$ cat config.mk
export PLATFORM = sky130hd
export DESIGN_NAME = piso_shift_tx_flat
export DESIGN_NICKNAME = d
export VERILOG_FILES = /design/src/rtl/piso_shift_tx_if.sv /design/src/rtl/piso_shift_tx.sv /design/src/flat_wrapper.sv
export SDC_FILE = /design/constraint.sdc
export NUM_CORES = 1
export LEC_CHECK = 0
export CAP_MARGIN = 0
export CORE_MARGIN = 2
export CORE_UTILIZATION = 49
export CTS_CLUSTER_SIZE = 16
export DETAILED_ROUTE_END_ITERATION = 7
export GPL_ROUTABILITY_DRIVEN = 0
export PLACE_DENSITY = 0.76
export SYNTH_ARGS = -nofsm -noshare
export SYNTH_HDL_FRONTEND = slang
export SYNTH_SLANG_ARGS = --single-unit
export TNS_END_PERCENT = 30
$ cat constraint.sdc
create_clock -name clk -period 1.9 [get_ports clk]
set_clock_uncertainty 0.15 [all_clocks]
set_input_delay 0.38 -clock clk [delete_from_list [all_inputs] [get_ports clk]]
set_output_delay 0.38 -clock clk [all_outputs]
set_load 0.01 [all_outputs]
$ cat src/rtl/piso_shift_tx_if.sv
// ---------------------------------------------------------------------------
// piso_shift_tx_if
// Load handshake and serial output bundle for the piso_shift_tx transmitter.
//
// Signals:
//   din        WIDTH  parallel word offered for transmission
//   load_valid 1      din is valid this cycle
//   load_ready 1      transmitter can accept a word
//   sout       1      serial data out, MSB first, idle level 0
//   busy       1      frame bits are on sout
//   done       1      one-cycle pulse after the last bit
//
// Modports:
//   master  word producer (drives din/load_valid, observes the rest)
//   slave   the transmitter
// ---------------------------------------------------------------------------
interface piso_shift_tx_if #(
    parameter int WIDTH = 8
);
    logic [WIDTH-1:0] din;
    logic             load_valid;
    logic             load_ready;
    logic             sout;
    logic             busy;
    logic             done;

    modport master (
        output din,
        output load_valid,
        input  load_ready,
        input  sout,
        input  busy,
        input  done
    );

    modport slave (
        input  din,
        input  load_valid,
        output load_ready,
        output sout,
        output busy,
        output done
    );
endinterface

$ cat src/rtl/piso_shift_tx.sv
// ---------------------------------------------------------------------------
// piso_shift_tx
// Parallel-in, serial-out transmitter with clock enable. Accepts one WIDTH-bit
// word through a valid/ready handshake and shifts it out MSB first, one bit
// per enabled clock, then pulses done for one (enabled) cycle.
//
// Ports:
//   clk  rising-edge clock
//   rst  synchronous active-high reset, overrides en
//   en   clock enable; 0 holds all state and outputs
//   bus  piso_shift_tx_if.slave: din, load_valid, load_ready, sout, busy, done
//
// Build option:
//   PISO_PARITY_EN  when defined, an even-parity bit (^din of the accepted
//                   word) follows the WIDTH data bits.
// ---------------------------------------------------------------------------
module piso_shift_tx #(
    parameter int WIDTH = 8
) (
    input  logic                  clk,
    input  logic                  rst,
    input  logic                  en,
    piso_shift_tx_if.slave        bus
);

`ifdef PISO_PARITY_EN
    localparam int NBITS = WIDTH + 1;
`else
    localparam int NBITS = WIDTH;
`endif
    localparam int CNT_W = $clog2(NBITS + 1);
    localparam logic [CNT_W-1:0] NBITS_C = CNT_W'(NBITS);

    localparam logic [1:0] ST_IDLE  = 2'd0;
    localparam logic [1:0] ST_SHIFT = 2'd1;
    localparam logic [1:0] ST_DONE  = 2'd2;

    logic [1:0]       state_r;
    // Holds the bits still to be sent after the one currently on sout.
    logic [NBITS-2:0] shreg_r;
    logic [CNT_W-1:0] cnt_r;
    logic             sout_r;
    logic             busy_r;
    logic             done_r;
    logic             ready_r;
    logic [NBITS-1:0] frame;

`ifdef PISO_PARITY_EN
    // Parity is taken from the word captured at accept, not from later din.
    assign frame = {bus.din, ^bus.din};
`else
    assign frame = bus.din;
`endif

    always_ff @(posedge clk) begin
        if (rst) begin
            state_r <= ST_IDLE;
            shreg_r <= '0;
            cnt_r   <= '0;
            sout_r  <= 1'b0;
            busy_r  <= 1'b0;
            done_r  <= 1'b0;
            ready_r <= 1'b1;
        end else if (en) begin
            case (state_r)
                ST_IDLE: begin
                    // din is only looked at here, so X on it elsewhere is harmless.
                    if (bus.load_valid && ready_r) begin
                        shreg_r <= frame[NBITS-2:0];
                        sout_r  <= frame[NBITS-1];
                        cnt_r   <= CNT_W'(1);
                        busy_r  <= 1'b1;
                        ready_r <= 1'b0;
                        state_r <= ST_SHIFT;
                    end
                end
                ST_SHIFT: begin
                    if (cnt_r < NBITS_C) begin
                        sout_r  <= shreg_r[NBITS-2];
                        shreg_r <= shreg_r << 1;
                        cnt_r   <= cnt_r + CNT_W'(1);
                    end else begin
                        sout_r  <= 1'b0;
                        busy_r  <= 1'b0;
                        done_r  <= 1'b1;
                        cnt_r   <= '0;
                        state_r <= ST_DONE;
                    end
                end
                ST_DONE: begin
                    done_r  <= 1'b0;
                    ready_r <= 1'b1;
                    state_r <= ST_IDLE;
                end
                default: begin
                    state_r <= ST_IDLE;
                    sout_r  <= 1'b0;
                    busy_r  <= 1'b0;
                    done_r  <= 1'b0;
                    ready_r <= 1'b1;
                end
            endcase
        end
    end

    assign bus.sout       = sout_r;
    assign bus.busy       = busy_r;
    assign bus.done       = done_r;
    assign bus.load_ready = ready_r;

endmodule

$ cat src/flat_wrapper.sv
// flat-port wrapper written by rule: the top's interface ports become plain ports
module piso_shift_tx_flat 
#(
    parameter int WIDTH = 8
)
  (clk, rst, en, bus_din, bus_load_valid, bus_load_ready, bus_sout, bus_busy, bus_done);
  piso_shift_tx_if #(.WIDTH(WIDTH)) bus_i ();
  input  logic clk;
  input  logic rst;
  input  logic en;
  input wire logic [$bits(bus_i.din)-1:0] bus_din;
  input wire logic [$bits(bus_i.load_valid)-1:0] bus_load_valid;
  output wire logic [$bits(bus_i.load_ready)-1:0] bus_load_ready;
  output wire logic [$bits(bus_i.sout)-1:0] bus_sout;
  output wire logic [$bits(bus_i.busy)-1:0] bus_busy;
  output wire logic [$bits(bus_i.done)-1:0] bus_done;
  assign bus_i.din = bus_din;
  assign bus_i.load_valid = bus_load_valid;
  assign bus_load_ready = bus_i.load_ready;
  assign bus_sout = bus_i.sout;
  assign bus_busy = bus_i.busy;
  assign bus_done = bus_i.done;
  piso_shift_tx #(.WIDTH(WIDTH)) u_core (.clk(clk), .rst(rst), .en(en), .bus(bus_i));
endmodule
==> Word level (Yosys, flattened, before mapping) <==
Cells that the tools add are included.
{ "classes": {"addsub": 1, "n_lt_le_gt_ge": 1, "eq_ne": 5, "muxes": 19, "bitwise": 3, "n_reduce_logical": 10} }
{ "op_table": {"columns": ["op", "count"], "rows": [
  ["$reduce_and 3->1", 5],
  ["$mux 7", 2],
  ["$pmux 7 s2", 1],
  ["$mux 4", 2],
  ["$pmux 4 s2", 1],
  ["$reduce_and 4->1", 2],
  ["$mux 1", 6],
  ["$pmux 1 s3", 2],
  ["$add 4x1->4 const B", 1],
  ["$lt 4x4->1 const B", 1],
  ["$mux 2", 2],
  ["$ne 2x1->1 const B", 2],
  ["$pmux 1 s2", 2],
  ["$pmux 2 s2", 1],
  ["$not 1->1", 3],
  ["$eq 2x1->1 const B", 1],
  ["$eq 2x2->1 const B", 1],
  ["$logic_not 2->1", 1],
  ["$ne 2x2->1 const B", 1],
  ["$reduce_bool 2->1", 1],
  ["$logic_and 1x1->1", 1]
]} }
{ "totals": {"ff_bits": 17, "input_bits": 12, "output_inout_bits": 4, "wordCells": 46} }

==> Longest topological paths before layout <==
{ "depth": {"ltp_word": 3, "ltp_mapped": 6, "mapped_depth_nobuf": 4} }

==> Worst setup path before layout <==
No wires, ideal clock.
{ "synth_path": {"path_kind": "register -> register", "from": "register u_core.ready_r, in the netlist u_core.bus.load_ready", "to": "register u_core.cnt_r[2]", "setup_ps": 135, "t_arrival_ps": 1096, "required_ps": 1615, "slack_ps": 519, "stages_incl_launch_ff": 5, "path_buffers": 0, "period_less_slack_ps": 1381, "cell_sequence": "dfxtp_1 > a21oi_1 > or2_2 > o21ai_0 > a21oi_1"} }
{ "synth_between": {"elab_chain_len": 3} }
{ "synth_rtl": {"columns": ["item", "line", "text"], "rows": [
  ["start, declared", "piso_shift_tx.sv:45", "logic ready_r;"],
  ["start signal, assigned", "piso_shift_tx.sv:63", "ready_r <= 1'b1;"],
  ["start signal, assigned", "piso_shift_tx.sv:73", "ready_r <= 1'b0;"],
  ["start signal, assigned", "piso_shift_tx.sv:92", "ready_r <= 1'b1;"],
  ["$logic_and 1x1->1", "piso_shift_tx.sv:68", "if (bus.load_valid && ready_r) begin"],
  ["$ne 2x1->1 (no line)", null, null],
  ["$reduce_and 3->1 (no line)", null, null],
  ["end signal, assigned", "piso_shift_tx.sv:81", "cnt_r <= cnt_r + CNT_W'(1);"],
  ["end, declared", "piso_shift_tx.sv:41", "logic [CNT_W-1:0] cnt_r;"]
]} }
Every way passes these cells.
A chain may end at the register's enable or synchronous reset.

==> Final worst setup path <==
{ "layout_path": {"from": "register u_core.ready_r, in the netlist u_core.bus.load_ready", "to": "output bus_load_ready"} }
{ "layout_lines": {"columns": ["item", "line", "text"], "rows": [
  ["end, declared", "flat_wrapper.sv:13", "output wire logic [$bits(bus_i.load_ready)-1:0] bus_load_ready;"]
]} }
No word-level cell between the ends.

==> results.md <==
- Status: complete, no violations
- Vias in the first global route: 621
- Root buffer selected by CTS: clkbuf_4
- Required time of the critical path: about 1.4 ns
- Slew @ Worst Pin: 0.484 ns
- Worst hold path type: flip-flop to flip-flop
- CP delay by family, top: buffers and inverters
- Initial antenna violation count: 0
- Flops & latches, synth: 17
- Tot GR Track Use: between 10% and 20%
- Pwr dens: 695 nW/um2
- CTS buffer count: 3
- Post-synth top area share: 41.9%
- Slowest library cell on the worst path: clkdlybuf4s50_1
- CP Max Fanout: 6
- Startpoint types: flip-flop
- Detail Route Antenna Nets: 0
- Synthesized net count: 104
- Io pins: 16
- DRT iter0 DRCs: 15
- Leak: about 0.42 nW
- Hold Fails Final Rpt: 0
- Avg Cell Area, Syn: roughly 9 um2
- Number of port buffers: 15
- Max Buffers Root-to-Sink: 2
- CP Cell Sequence: clkdlybuf4s50_1
- CP bufs+invs: 1
- Layout fillers: 133
- Starting density of the core: between 50% and 60%
- Top cells by area, synth: dfxtp_1 (42%), nor2_1 (6.5%), mux2i_1 (6.2%), a21oi_1 (4.9%), a211oi_1 (3.7%)
- Netlist cell types: 29
- Core Footprint: ~1500 um2
- Setup Total Neg Slack: 0 ns
- Netlist Area Pre-Place: about 810 um2
- Area grow syn2layout: 29.0%
- Worst vdd ir: between 500 and 600 uV
- Synth warnings: 0
- Worst setup path start: u_core.bus.load_ready
- First-pass GRT wire length: approximately 2.6 mm
- Vias: a little over 700
- Drt total wl: 1.52 mm
- RR Startpoint: u_core.state_r[1]
- Largest net degree at the start of global routing: 15
- Post-synth top flop: dfxtp_1
- Period Utilization, post-route: 92.3%
- Post-CTS setup buffers: 0
- Drt drc: 0
- Htree depth: 1
- Clock sink total: 17
- Setup violations, final: 0
- Fmax: about 0.57 GHz
- Fraction of registers with async set/reset: 0%
- Max-cap violations: 0
- Gate Count Post-Synth: 91
- GRT overflow: 0
- Fin nets: 127
- CTS tree: yes
- Post-synth EDFFs: 0
- Hold Startpoint: u_core.bus.done
- Die Ht: around 45 um
- FP Rows: 14
- Worst slew margin: between 60% and 70%
- Delay of the slowest cell on the worst path: 0.55 ns
- Crit path kind: flip-flop to output port
- Clock-pin slew on the worst setup and hold paths: around 0.10 ns
- Final HPWL DP: between 1 and 1.5 mm
- N_diodes: 0
- Util after Layout: between 60% and 70%
- Yosys top cell by area: dfxtp_1
- Vias/cell: about 5.5
- Die W: roughly 45 um
- Crit path time final: 1.75 ns
- CP Capture Type: output port
- Worst-skew pair later-pin latency: about 0.28 ns
- Total die area: ~2000 um2
- Final Max Tran Viols: 0
- RSZ-0062 raised after global routing: no
- Multi-input logic area: ~420 um2
- DR pass1 iterations: 4
- Reg area: around 340 um2
- Post-synthesis sequential area ratio: 41.9%
- Avg WL per Cell: ~12 um
- Fraction of layout cells with a size suffix above 1: 16.8%
- Arrival @ worst endpoint: approximately 1.2 ns
==> registers in the layout (all words and copies together) (netlist names) <==
signal and flops:
u_core.shreg_r 7, u_core.bus.busy 1, u_core.state_r 2, u_core.cnt_r 4, u_core.bus.load_ready 1, u_core.bus.done 1
u_core.bus.sout 1
==> cells in the mapped netlist, types with 3 or more instances <==
master and count:
a211oi_1 4, nor2_1 14, nand3_1 3, dfxtp_1 17, o21ai_0 5, mux2i_1 5, inv_1 4, nand2b_1 3
a21oi_1 8, nand2_1 5
==> what timing repair did <==
action                     4_1_cts  5_1_grt
setup endpoints to repair        0        1
hold buffers                     0        0
gates resized for setup          0        1
==> metal layers <==
metal	routed length [um]	vias up	track usage, %
met4	19	0	8.48
li1	-	366	-
met3	81	4	2.80
met5	0	-	0
met1	742	313	23.8
met2	671	21	26.1
==> worst register-to-register path, delay by kind of cell, from the launching register on <==
kind	cells	cell delay (ns)
DFF	1	0.42
AOI/OAI and AO/OA	2	0.27
and+or+nand+nor	2	0.59
==> cells by family (layout without fill, tap and decap cells) <==
family	after synthesis	in the layout	synth area share, %
and+or+nand+nor	33	33	21.6
AOI/OAI and AO/OA	25	25	21.3
DFF	17	17	41.9
buffers and inverters	9	31	6.16
muxes	6	6	7.55
adders and majority gates	1	1	1.54
==> final timing paths <==
check / to / slack, ns / cells past startpoint
setup / recovery: bus_load_ready / 0.15 / 1
hold / removal: u_core.bus.done / 0.31 / 2
setup reg to reg: u_core.bus.busy / 0.35 / 4
hold reg to reg: u_core.bus.done / 0.31 / 2
==> layout by cell type (no fill, tap or decap), types with 3 or more instances in the layout <==
cell / Yosys / final
mux2i_1: 5 / 5
a21oi_1: 8 / 8
nand3_1: 3 / 3
nand2b_1: 3 / 3
buf_4: 0 / 7
a211oi_1: 4 / 4
dfxtp_1: 17 / 16
o21ai_0: 5 / 5
inv_1: 4 / 4
nor2_1: 14 / 14
clkdlybuf4s50_1: 0 / 15
clkbuf_4: 0 / 3
nand2_1: 5 / 5
==> final cells by class <==
class                      count  share of cell area [%]
inverter                       4                    1.43
multi-input combinational     65                    40.3
clock buffer                   4                    2.51
timing repair buffer          23                    21.3
sequential                    17                    32.6
tap                           16                    1.91
==> per-stage QoR <==
| step | cell area (um2) | cells | setup slack [ns] | power (mW) | hold WS, ns |
|---|---|---|---|---|---|
| floorplan | 812 | 91 | 0.519 | 0.487 | 0.299 |
| global placement | 1020 | 125 | 0.0370 | 0.547 | 0.294 |
| detailed placement | 1020 | 125 | 0.0181 | 0.550 | 0.300 |
| CTS | 1050 | 129 | 0.0540 | 0.736 | 0.318 |
| global route | 1050 | 129 | 0.0906 | 0.766 | 0.353 |
| finish | 1050 | 129 | 0.146 | 0.728 | 0.315 |
==> where the power goes <==
part           internal [mW]  switching, mW
sequential             0.377         0.0129
clock                 0.0813          0.105
combinational         0.0826         0.0685
Note: power is estimated with default switching activity, not from simulation.
